File: config.mk
export PLATFORM = sky130hd
export DESIGN_NAME = fir_sym_pipe
export DESIGN_NICKNAME = d
export VERILOG_FILES = /design/src/rtl/fir_sym_pipe.sv
export SDC_FILE = /design/constraint.sdc
export NUM_CORES = 2
export LEC_CHECK = 0
export CAP_MARGIN = 20
export CORE_MARGIN = 2
export CORE_UTILIZATION = 42
export DETAILED_ROUTE_END_ITERATION = 8
export SYNTH_ARGS = -nofsm -noshare
export SYNTH_HDL_FRONTEND = slang
export SYNTH_SLANG_ARGS = --single-unit
File: constraint.sdc
create_clock -name clk -period 15 [get_ports clk]
set_clock_uncertainty 0.05 [all_clocks]
set_input_delay 4.5 -clock clk [delete_from_list [all_inputs] [get_ports clk]]
set_output_delay 4.5 -clock clk [all_outputs]
set_load 0.01 [all_outputs]
File: src/rtl/fir_sym_pipe.sv
// -----------------------------------------------------------------------------
// fir_sym_pipe
//   Parametrised symmetric (linear-phase) FIR filter with runtime-loadable
//   coefficients. The datapath has three registered stages after the delay
//   line: pre-add of mirrored taps, signed multiply, then full-precision sum
//   with arithmetic right shift and optional saturation.
//
// Ports
//   clk        in   clock
//   rstN       in   asynchronous active-low reset
//   in_valid   in   sample strobe; in_data accepted on every edge where high
//   in_data    in   signed input sample [DATA_W]
//   flush      in   synchronous clear of delay line, pipeline and counter
//   coef_wr    in   coefficient write strobe
//   coef_addr  in   unique-coefficient index, 0..M-1 with M = (TAPS+1)/2
//   coef_data  in   signed coefficient value [COEF_W]
//   coef_err   out  one-cycle pulse: coefficient write was rejected
//   out_valid  out  one-cycle pulse: out_data carries a new result
//   out_data   out  filtered sample [OUT_W], held between pulses
//   primed     out  high once TAPS samples were accepted since reset/flush
// -----------------------------------------------------------------------------
module fir_sym_pipe #(
  parameter  int DATA_W = 16,
  parameter  int COEF_W = 16,
  parameter  int TAPS   = 9,
  parameter  int OUT_W  = 16,
  parameter  int SHIFT  = 0,
  parameter  int SAT    = 1,
  localparam int M      = (TAPS + 1) / 2,
  localparam int A_W    = $clog2(M)
) (
  input  logic                     clk,
  input  logic                     rstN,
  input  logic                     in_valid,
  input  logic signed [DATA_W-1:0] in_data,
  input  logic                     flush,
  input  logic                     coef_wr,
  input  logic        [A_W-1:0]    coef_addr,
  input  logic signed [COEF_W-1:0] coef_data,
  output logic                     coef_err,
  output logic                     out_valid,
  output logic signed [OUT_W-1:0]  out_data,
  output logic                     primed
);

  localparam int P_W   = DATA_W + 1;           // pre-add width
  localparam int MUL_W = P_W + COEF_W;         // product width
  localparam int S_W   = MUL_W + $clog2(M);    // full-precision sum width
  localparam int C_W   = $clog2(TAPS + 1);     // sample counter width

  // Clamp limits expressed at sum width (assumes S_W >= OUT_W).
  localparam logic signed [S_W-1:0] MAX_V = {{(S_W-OUT_W+1){1'b0}}, {(OUT_W-1){1'b1}}};
  localparam logic signed [S_W-1:0] MIN_V = ~MAX_V;

  logic signed [DATA_W-1:0] r_dly  [TAPS];
  logic signed [COEF_W-1:0] r_coef [M];
  logic signed [P_W-1:0]    w_pre  [M];
  logic signed [P_W-1:0]    r_pre  [M];
  logic signed [MUL_W-1:0]  r_mul  [M];
  logic signed [S_W-1:0]    w_sum;
  logic signed [S_W-1:0]    w_scaled;
  logic signed [OUT_W-1:0]  w_out;

  logic                     r_v0;       // delay line holds a freshly accepted sample
  logic                     r_v1;       // r_pre valid
  logic                     r_v2;       // r_mul valid
  logic                     r_out_valid;
  logic signed [OUT_W-1:0]  r_out_data;
  logic                     r_coef_err;
  logic [C_W-1:0]           r_cnt;

  logic                     w_busy;
  logic                     w_addr_ok;
  logic                     w_coef_ok;

  // Coefficients may only change while nothing is in flight, so every result
  // is computed from one consistent coefficient set.
  assign w_busy    = in_valid | r_v0 | r_v1 | r_v2;
  assign w_addr_ok = {1'b0, coef_addr} < (A_W+1)'(M);
  assign w_coef_ok = coef_wr & ~w_busy & w_addr_ok;

  // ---------------------------------------------------------------------------
  // Delay line: d[0] is the newest sample, history starts zero-filled.
  // ---------------------------------------------------------------------------
  // NOTE: sequential state uses non-blocking assignments so every register
  // samples the pre-edge value of its neighbour; blocking here would collapse
  // the shift register into a single stage.
  always_ff @(posedge clk or negedge rstN) begin
    if (!rstN) begin
      for (int i = 0; i < TAPS; i++) r_dly[i] <= '0;
    end else if (flush) begin
      for (int i = 0; i < TAPS; i++) r_dly[i] <= '0;
    end else if (in_valid) begin
      r_dly[0] <= in_data;
      for (int i = 1; i < TAPS; i++) r_dly[i] <= r_dly[i-1];
    end
  end

  // ---------------------------------------------------------------------------
  // Coefficient store
  // ---------------------------------------------------------------------------
  // NOTE: the coefficient array is explicitly reset because a filter that
  // comes out of reset must produce zeros, not whatever the flops powered up as.
  always_ff @(posedge clk or negedge rstN) begin
    if (!rstN) begin
      for (int k = 0; k < M; k++) r_coef[k] <= '0;
    end else if (w_coef_ok) begin
      r_coef[coef_addr] <= coef_data;
    end
  end

  // ---------------------------------------------------------------------------
  // Stage 1: fold mirrored taps; the centre tap has no partner.
  // ---------------------------------------------------------------------------
  // NOTE: every combinational output gets a default before any conditional
  // or loop assignment so no path can leave it unassigned and infer a latch.
  always_comb begin
    w_pre = '{default: '0};
    for (int k = 0; k < M - 1; k++) begin
      w_pre[k] = P_W'(r_dly[k]) + P_W'(r_dly[TAPS-1-k]);
    end
    w_pre[M-1] = P_W'(r_dly[M-1]);
  end

  // Datapath registers carry no reset: they are only observed through the
  // valid chain, which is reset.
  always_ff @(posedge clk) begin
    if (r_v0) begin
      for (int k = 0; k < M; k++) r_pre[k] <= w_pre[k];
    end
  end

  // Stage 2: signed multiply at full product width.
  always_ff @(posedge clk) begin
    if (r_v1) begin
      for (int k = 0; k < M; k++) r_mul[k] <= MUL_W'(r_pre[k]) * MUL_W'(r_coef[k]);
    end
  end

  // ---------------------------------------------------------------------------
  // Stage 3: full-precision sum, arithmetic shift, saturate or wrap.
  // ---------------------------------------------------------------------------
  always_comb begin
    w_sum = '0;
    for (int k = 0; k < M; k++) w_sum = w_sum + S_W'(r_mul[k]);
    w_scaled = w_sum >>> SHIFT;
    w_out    = w_scaled[OUT_W-1:0];
    if (SAT != 0) begin
      if (w_scaled > MAX_V)      w_out = MAX_V[OUT_W-1:0];
      else if (w_scaled < MIN_V) w_out = MIN_V[OUT_W-1:0];
    end
  end

  // ---------------------------------------------------------------------------
  // Valid chain, output register, write-reject pulse.
  // ---------------------------------------------------------------------------
  always_ff @(posedge clk or negedge rstN) begin
    if (!rstN) begin
      r_v0        <= 1'b0;
      r_v1        <= 1'b0;
      r_v2        <= 1'b0;
      r_out_valid <= 1'b0;
      r_out_data  <= '0;
      r_coef_err  <= 1'b0;
    end else begin
      r_coef_err <= coef_wr & ~w_coef_ok;
      if (flush) begin
        // out_data is deliberately left untouched by flush.
        r_v0        <= 1'b0;
        r_v1        <= 1'b0;
        r_v2        <= 1'b0;
        r_out_valid <= 1'b0;
      end else begin
        r_v0        <= in_valid;
        r_v1        <= r_v0;
        r_v2        <= r_v1;
        r_out_valid <= r_v2;
        if (r_v2) r_out_data <= w_out;
      end
    end
  end

  // Accepted-sample counter, saturating at TAPS.
  always_ff @(posedge clk or negedge rstN) begin
    if (!rstN) begin
      r_cnt <= '0;
    end else if (flush) begin
      r_cnt <= '0;
    end else if (in_valid && (r_cnt != C_W'(TAPS))) begin
      r_cnt <= r_cnt + 1'b1;
    end
  end

  assign coef_err  = r_coef_err;
  assign out_valid = r_out_valid;
  assign out_data  = r_out_data;
  assign primed    = (r_cnt == C_W'(TAPS));

endmodule

=== After elaboration in Yosys (flattened, before gate mapping) ===
Memory sizes are Yosys's and may differ from the RTL's.
Cells that the tools add are included.

* Register bits: 249
* RAM bits: 250
* Bits of input ports: 40
* Output and inout bits: 19
* Word-level logic and storage cells: 76
* Memories kept: 2

{| class="wikitable"
|+ Memories
! memory !! words !! bits a word !! read ports !! clocked after Yosys merged registers in !! wr ports !! RTL line !! RTL
|-
| r_mul || 5 || 33 || 5 || 0 || 5 || 59 || <nowiki>logic signed [MUL_W-1:0] r_mul [M];</nowiki>
|-
| r_pre || 5 || 17 || 5 || 0 || 5 || 58 || <nowiki>logic signed [P_W-1:0] r_pre [M];</nowiki>
|}

* Add/subtract/negate cells: 9
* Multiply operators: 5
* $lt $le $gt $ge: 5
* Equality and inequality tests: 2
* Mux-type cells: 17
* Bitwise logic cells: 10
* Reduce and logical (&&, ||, !) cells: 5

{| class="wikitable"
|+ Operator list
! cell !! number
|-
| $mux 144 || 2
|-
| $mul 17x16->33 || 5
|-
| $bwmux 80 || 1
|-
| $add 16x16->17 || 4
|-
| $demux 16 s3 || 1
|-
| $mux 16 || 3
|-
| $add 35x33->36 || 1
|-
| $add 36x33->36 || 1
|-
| $gt 36x16->1 const B || 1
|-
| $lt 36x16->1 const B || 1
|-
| $add 34x33->35 || 1
|-
| $add 33x33->34 || 1
|-
| $mux 1 || 8
|-
| $mux 4 || 2
|-
| $add 4x1->4 const B || 1
|-
| $eq 4x4->1 const B || 1
|-
| $ge 4x4->1 const B || 1
|-
| $lt 4x1->1 const B || 1
|-
| $ne 4x4->1 const B || 1
|-
| $not 3->4 || 1
|-
| $reduce_bool 2->1 || 2
|-
| $and 1x1->1 || 3
|-
| $lt 3x3->1 const B || 1
|-
| $not 1->1 || 3
|-
| 3 further kinds || 6
|}

=== Logic depth before layout (Yosys ltp) ===
* Depth after elaboration: 8
* Mapped depth: 26
* Mapped depth without buffers: 25

=== Worst setup path before layout ===
No wires, ideal clock.

* Path kind: input port to flip-flop
* Start: in in_valid
* End: reg r_coef[71] (netlist name)
* Library setup time: 0.125 ns
* Arrival time: 6.589 ns
* Data required time: 14.825 ns
* Path slack: 8.236 ns
* Stages: 6
* Buffers on the path: 2
* Cells stage by stage: clkbuf_1 > nor4_1 > nand2_1 > nor4_1 > clkbuf_1 > mux2_2

* Longest elaborated chain between the ends: 6

{| class="wikitable"
|+ Ends and longest elaborated chain
! element !! RTL line !! RTL
|-
| start: declaration || 34 || <nowiki>input logic in_valid,</nowiki>
|-
| $or 1x1->1 (3 in a row) || 78 || <nowiki>assign w_busy = in_valid | r_v0 | r_v1 | r_v2;</nowiki>
|-
| $not 1->1 || 80 || <nowiki>assign w_coef_ok = coef_wr & ~w_busy & w_addr_ok;</nowiki>
|-
| $and 1x1->1 (2 in a row) || 80 ||
|-
| end signal: indexed assignment || 108 || <nowiki>r_coef[coef_addr] <= coef_data;</nowiki>
|-
| end: declaration || 56 || <nowiki>logic signed [COEF_W-1:0] r_coef [M];</nowiki>
|}

Every way passes these cells.
A chain may end at the register's enable or synchronous reset.

==> flow_results.xml <==
<?xml version="1.0" encoding="UTF-8"?>
<metrics>
  <group name="run_status">
    <metric name="run_status" unit="">completed</metric>
  </group>
  <group name="floorplanning">
    <metric name="start_util" unit="%">42.35</metric>
    <metric name="io_pins" unit="">59</metric>
    <metric name="core_area" unit="mm2">0.1788</metric>
    <metric name="die-height" unit="um">428.6</metric>
    <metric name="placement_rows" unit="">155</metric>
    <metric name="design.die.area" unit="mm2">0.1837</metric>
    <metric name="dieWidth" unit="um">428.6</metric>
  </group>
  <group name="synthesis">
    <metric name="synth-simple-area-share" unit="%">12.58</metric>
    <metric name="synth_top_cells_by_area" unit="">fa_1 (39%), edfxtp_1 (9.9%), inv_1 (9.4%), ha_1 (8.6%), dfrtp_1 (8.2%)</metric>
    <metric name="dominantRegCellSynth" unit="">edfxtp_1</metric>
    <metric name="synth_compound_gate_area_share" unit="%">5.110</metric>
    <metric name="synth_top_area_share" unit="%">39.02</metric>
    <metric name="postSynthNetCount" unit="">9717</metric>
    <metric name="synth.distinct_cells" unit="">91</metric>
    <metric name="number_of_enable_type_register_cells_in_the_synthesized_netlist" unit="">249</metric>
    <metric name="synth_area_leader_cell" unit="">fa_1</metric>
    <metric name="main_combinational_cell_family_by_area_after_synthesis" unit="">adder cells</metric>
    <metric name="area_share_of_fa_ha_maj_cells_after_synthesis" unit="%">47.62</metric>
    <metric name="synth_async_sr_flop_share" unit="%">50.00</metric>
    <metric name="sequential_fraction_of_the_synthesis_area" unit="%">18.10</metric>
    <metric name="synth_seq_cells" unit="">498</metric>
    <metric name="synth.yosys.warnings" unit="">0</metric>
    <metric name="synth_xor_xnor_area_share" unit="%">2.752</metric>
    <metric name="avgSynthCellArea" unit="um2">9.861</metric>
    <metric name="netlist_instances" unit="">7680</metric>
    <metric name="synth_mux_area_share" unit="%">3.142</metric>
    <metric name="syn_area" unit="mm2">0.07573</metric>
  </group>
  <group name="sta">
    <metric name="final-setup-viol-count" unit="">0</metric>
    <metric name="grt_setup_unrepaired" unit="">false</metric>
    <metric name="finalMaxSlewViolations" unit="">0</metric>
    <metric name="timing.final.crit_share" unit="%">49.73</metric>
    <metric name="max_clock_freq" unit="MHz">134.1</metric>
    <metric name="fin_crit" unit="ps">7460</metric>
    <metric name="timing.slew.headroom" unit="%">11.67</metric>
    <metric name="timing_worst_slew_pin_value" unit="ps">1311</metric>
    <metric name="fin_tns_setup" unit="ps">0</metric>
    <metric name="finalHoldViolCount" unit="">0</metric>
  </group>
  <group name="detailed_routing">
    <metric name="detail-route-antenna-nets" unit="">0</metric>
    <metric name="vias_per_cell" unit="">5.077</metric>
    <metric name="wl_per_cell" unit="um">20.30</metric>
    <metric name="drt_pre_antenna_iters" unit="">5</metric>
    <metric name="finalWirelength" unit="um">203000</metric>
    <metric name="dr.first_iter.drc_count" unit="">3317</metric>
    <metric name="route.vias.total" unit="">50770</metric>
    <metric name="post-route-drc-count" unit="">0</metric>
  </group>
  <group name="global_routing">
    <metric name="overflow" unit="">0</metric>
    <metric name="pin_count_of_the_biggest_net_entering_global_routing" unit="">83</metric>
    <metric name="grt_first_pass_wirelength" unit="um">323600</metric>
    <metric name="number_of_global_route_vias_before_repair" unit="">55250</metric>
    <metric name="grt_util_all_layers" unit="%">22.86</metric>
    <metric name="grt_antenna_before_repair" unit="">18</metric>
  </group>
  <group name="layout">
    <metric name="finalNetCount" unit="">9611</metric>
    <metric name="final_util" unit="%">45.19</metric>
    <metric name="post_route_cells_drive_above_1_share" unit="%">3.461</metric>
    <metric name="syn_to_final_growth" unit="%">6.708</metric>
    <metric name="final_cell_area" unit="mm2">0.08081</metric>
  </group>
  <group name="clock_tree">
    <metric name="max-clock-path-buffers" unit="">3</metric>
    <metric name="cts_tree" unit="">built</metric>
    <metric name="cts_resized" unit="">0</metric>
    <metric name="clk-insertion-delay-late" unit="ps">720</metric>
    <metric name="clk_pin_slew" unit="ps">60</metric>
    <metric name="clock_tree.htree_level_count" unit="">2</metric>
    <metric name="cts_made_buffers" unit="">61</metric>
    <metric name="cts_setup_buffers" unit="">0</metric>
    <metric name="ctsHoldBuffers" unit="">0</metric>
    <metric name="clock-root-buffer" unit="">clkbuf_16</metric>
    <metric name="clock-sinks" unit="">498</metric>
  </group>
  <group name="placed_design">
    <metric name="post_dp_cell_area" unit="mm2">0.07850</metric>
    <metric name="place_congestion" unit="">0.9224</metric>
    <metric name="port_buffers" unit="">58</metric>
    <metric name="post-dp-hpwl" unit="um">166800</metric>
  </group>
  <group name="critical_path">
    <metric name="worst_path_maximum_fanout" unit="">16</metric>
    <metric name="regToRegStartpoint" unit="">r_pre[0][80]$_DFFE_PP_</metric>
    <metric name="arrival" unit="ps">7850</metric>
    <metric name="rr_worst_depth" unit="">24</metric>
    <metric name="startpoint_type" unit="">flip-flop</metric>
    <metric name="internal_reg_to_reg_setup_slack" unit="ps">7540</metric>
    <metric name="worst_setup_path_end_kind" unit="">flip-flop</metric>
    <metric name="setup.worst_path.class" unit="">reg -&gt; reg</metric>
    <metric name="worstPathRequired" unit="ps">15390</metric>
    <metric name="reg2reg_to" unit="">r_mul[0][164]$_DFFE_PP_</metric>
  </group>
  <group name="run">
    <metric name="max-cap-violations" unit="">0</metric>
  </group>
  <group name="min_path">
    <metric name="hold_path_end" unit="">r_coef[71]$_DFFE_PN0P_</metric>
    <metric name="worstHoldPathType" unit="">reg -&gt; reg</metric>
    <metric name="timing.hold.worst.start" unit="">r_coef[71]$_DFFE_PN0P_</metric>
    <metric name="worst_hold_path.num_cells" unit="">1</metric>
  </group>
</metrics>
## cells in the mapped netlist (73+ instances only)
cell type,n
a21oi_1,159
o21ai_0,109
nand2_1,826
fa_1,1476
ha_1,521
clkbuf_1,226
edfxtp_1,249
mux2_2,77
dfrtp_1,249
nor2_1,330
mux2i_1,150
inv_1,1897
and2_1,558
nand2b_1,73
a21o_1,77
xnor2_1,188
## worst max path at each step
stage	from	to	slack [ps]	depth (start not counted)
after floorplan	in_valid	r_coef[71]$_DFFE_PN0P_	8240	6
after global placement	r_coef[1]$_DFFE_PN0P_	r_mul[0][164]$_DFFE_PP_	7620	24
after detailed placement	r_pre[0][80]$_DFFE_PP_	r_mul[0][164]$_DFFE_PP_	7640	24
after CTS	r_pre[0][80]$_DFFE_PP_	r_mul[0][164]$_DFFE_PP_	7630	24
after global routing	r_pre[0][29]$_DFFE_PP_	r_mul[0][65]$_DFFE_PP_	7140	23
final	r_pre[0][80]$_DFFE_PP_	r_mul[0][164]$_DFFE_PP_	7540	24
## metal layers
layer	vias to the layer above	global-route usage, %	share of wire [%]
met2	1340	37.51	47
met5	-	0	0.020
li1	22860	-	-
met3	285	2.582	5.5
met4	6	9.008	4.4
met1	26280	31.07	44
## layout by cell type, fill, tap and decap left out, types with 150 or more instances in the layout
cell	count
ha_1	521
nor2_1	330
edfxtp_1	249
dfrtp_1	247
xnor2_1	188
inv_1	1897
nand2_1	826
and2_1	558
mux2i_1	150
a21oi_1	159
fa_1	1476
## critical path, cell delays in order, from the launching register on
cell and delay [ps]:
edfxtp_1 710, nand2_1 160, fa_1 580, inv_1 60, fa_1 530, inv_1 50
fa_1 510, inv_1 60, fa_1 520, inv_1 50, fa_1 470, inv_1 50
fa_1 440, ha_1 330, and3_1 220, a221o_1 310, and2_1 190, a21o_1 190
o311ai_1 540, a21oi_1 230, a21oi_1 340, o21a_1 250, o21ai_1 90, a21oi_1 180
xnor2_1 90
## final cells by class
class,instances,area [um2]
Fill cell,16990,98000
Multi-Input combinational cell,5030,53940
Tap cell,2355,2947
Inverter,1900,7132
Timing Repair Buffer,83,818.3
Clock buffer,73,1697
Clock inverter,43,516.7
Antenna cell,17,42.54
Sequential cell,498,13720
## registers in the layout (all words and copies together), names as in the netlist
register   cells
out_valid      1
r_dly        144
r_v0           1
r_v1           1
r_mul        165
out_data      16
r_v2           1
coef_err       1
r_coef        80
r_cnt          4
r_pre         84
## per-stage QoR
| step | hold WS [ps] | setup slack, ps | instances |
|---|---|---|---|
| final | 460.8 | 7540 | 9999 |
| after global routing | 477.2 | 7144 | 9988 |
| after CTS | 463.4 | 7630 | 9980 |
| after detailed placement | 449.4 | 7643 | 9864 |
| after global placement | 444.8 | 7620 | 9864 |
| after floorplan | 395.7 | 8236 | 7680 |
## kinds of logic after synthesis
logic type	Yosys count
buffers and inverters	2152
AOI/OAI and AO/OA	578
xor gates and xnor gates	238
DFF	498
muxes	228
adders and majority gates	1997
and+or+nand+nor	1989
Power is left out: the tool's default activity adds up to more than one toggle a clock period on the data nets, which glitch-free logic cannot reach.
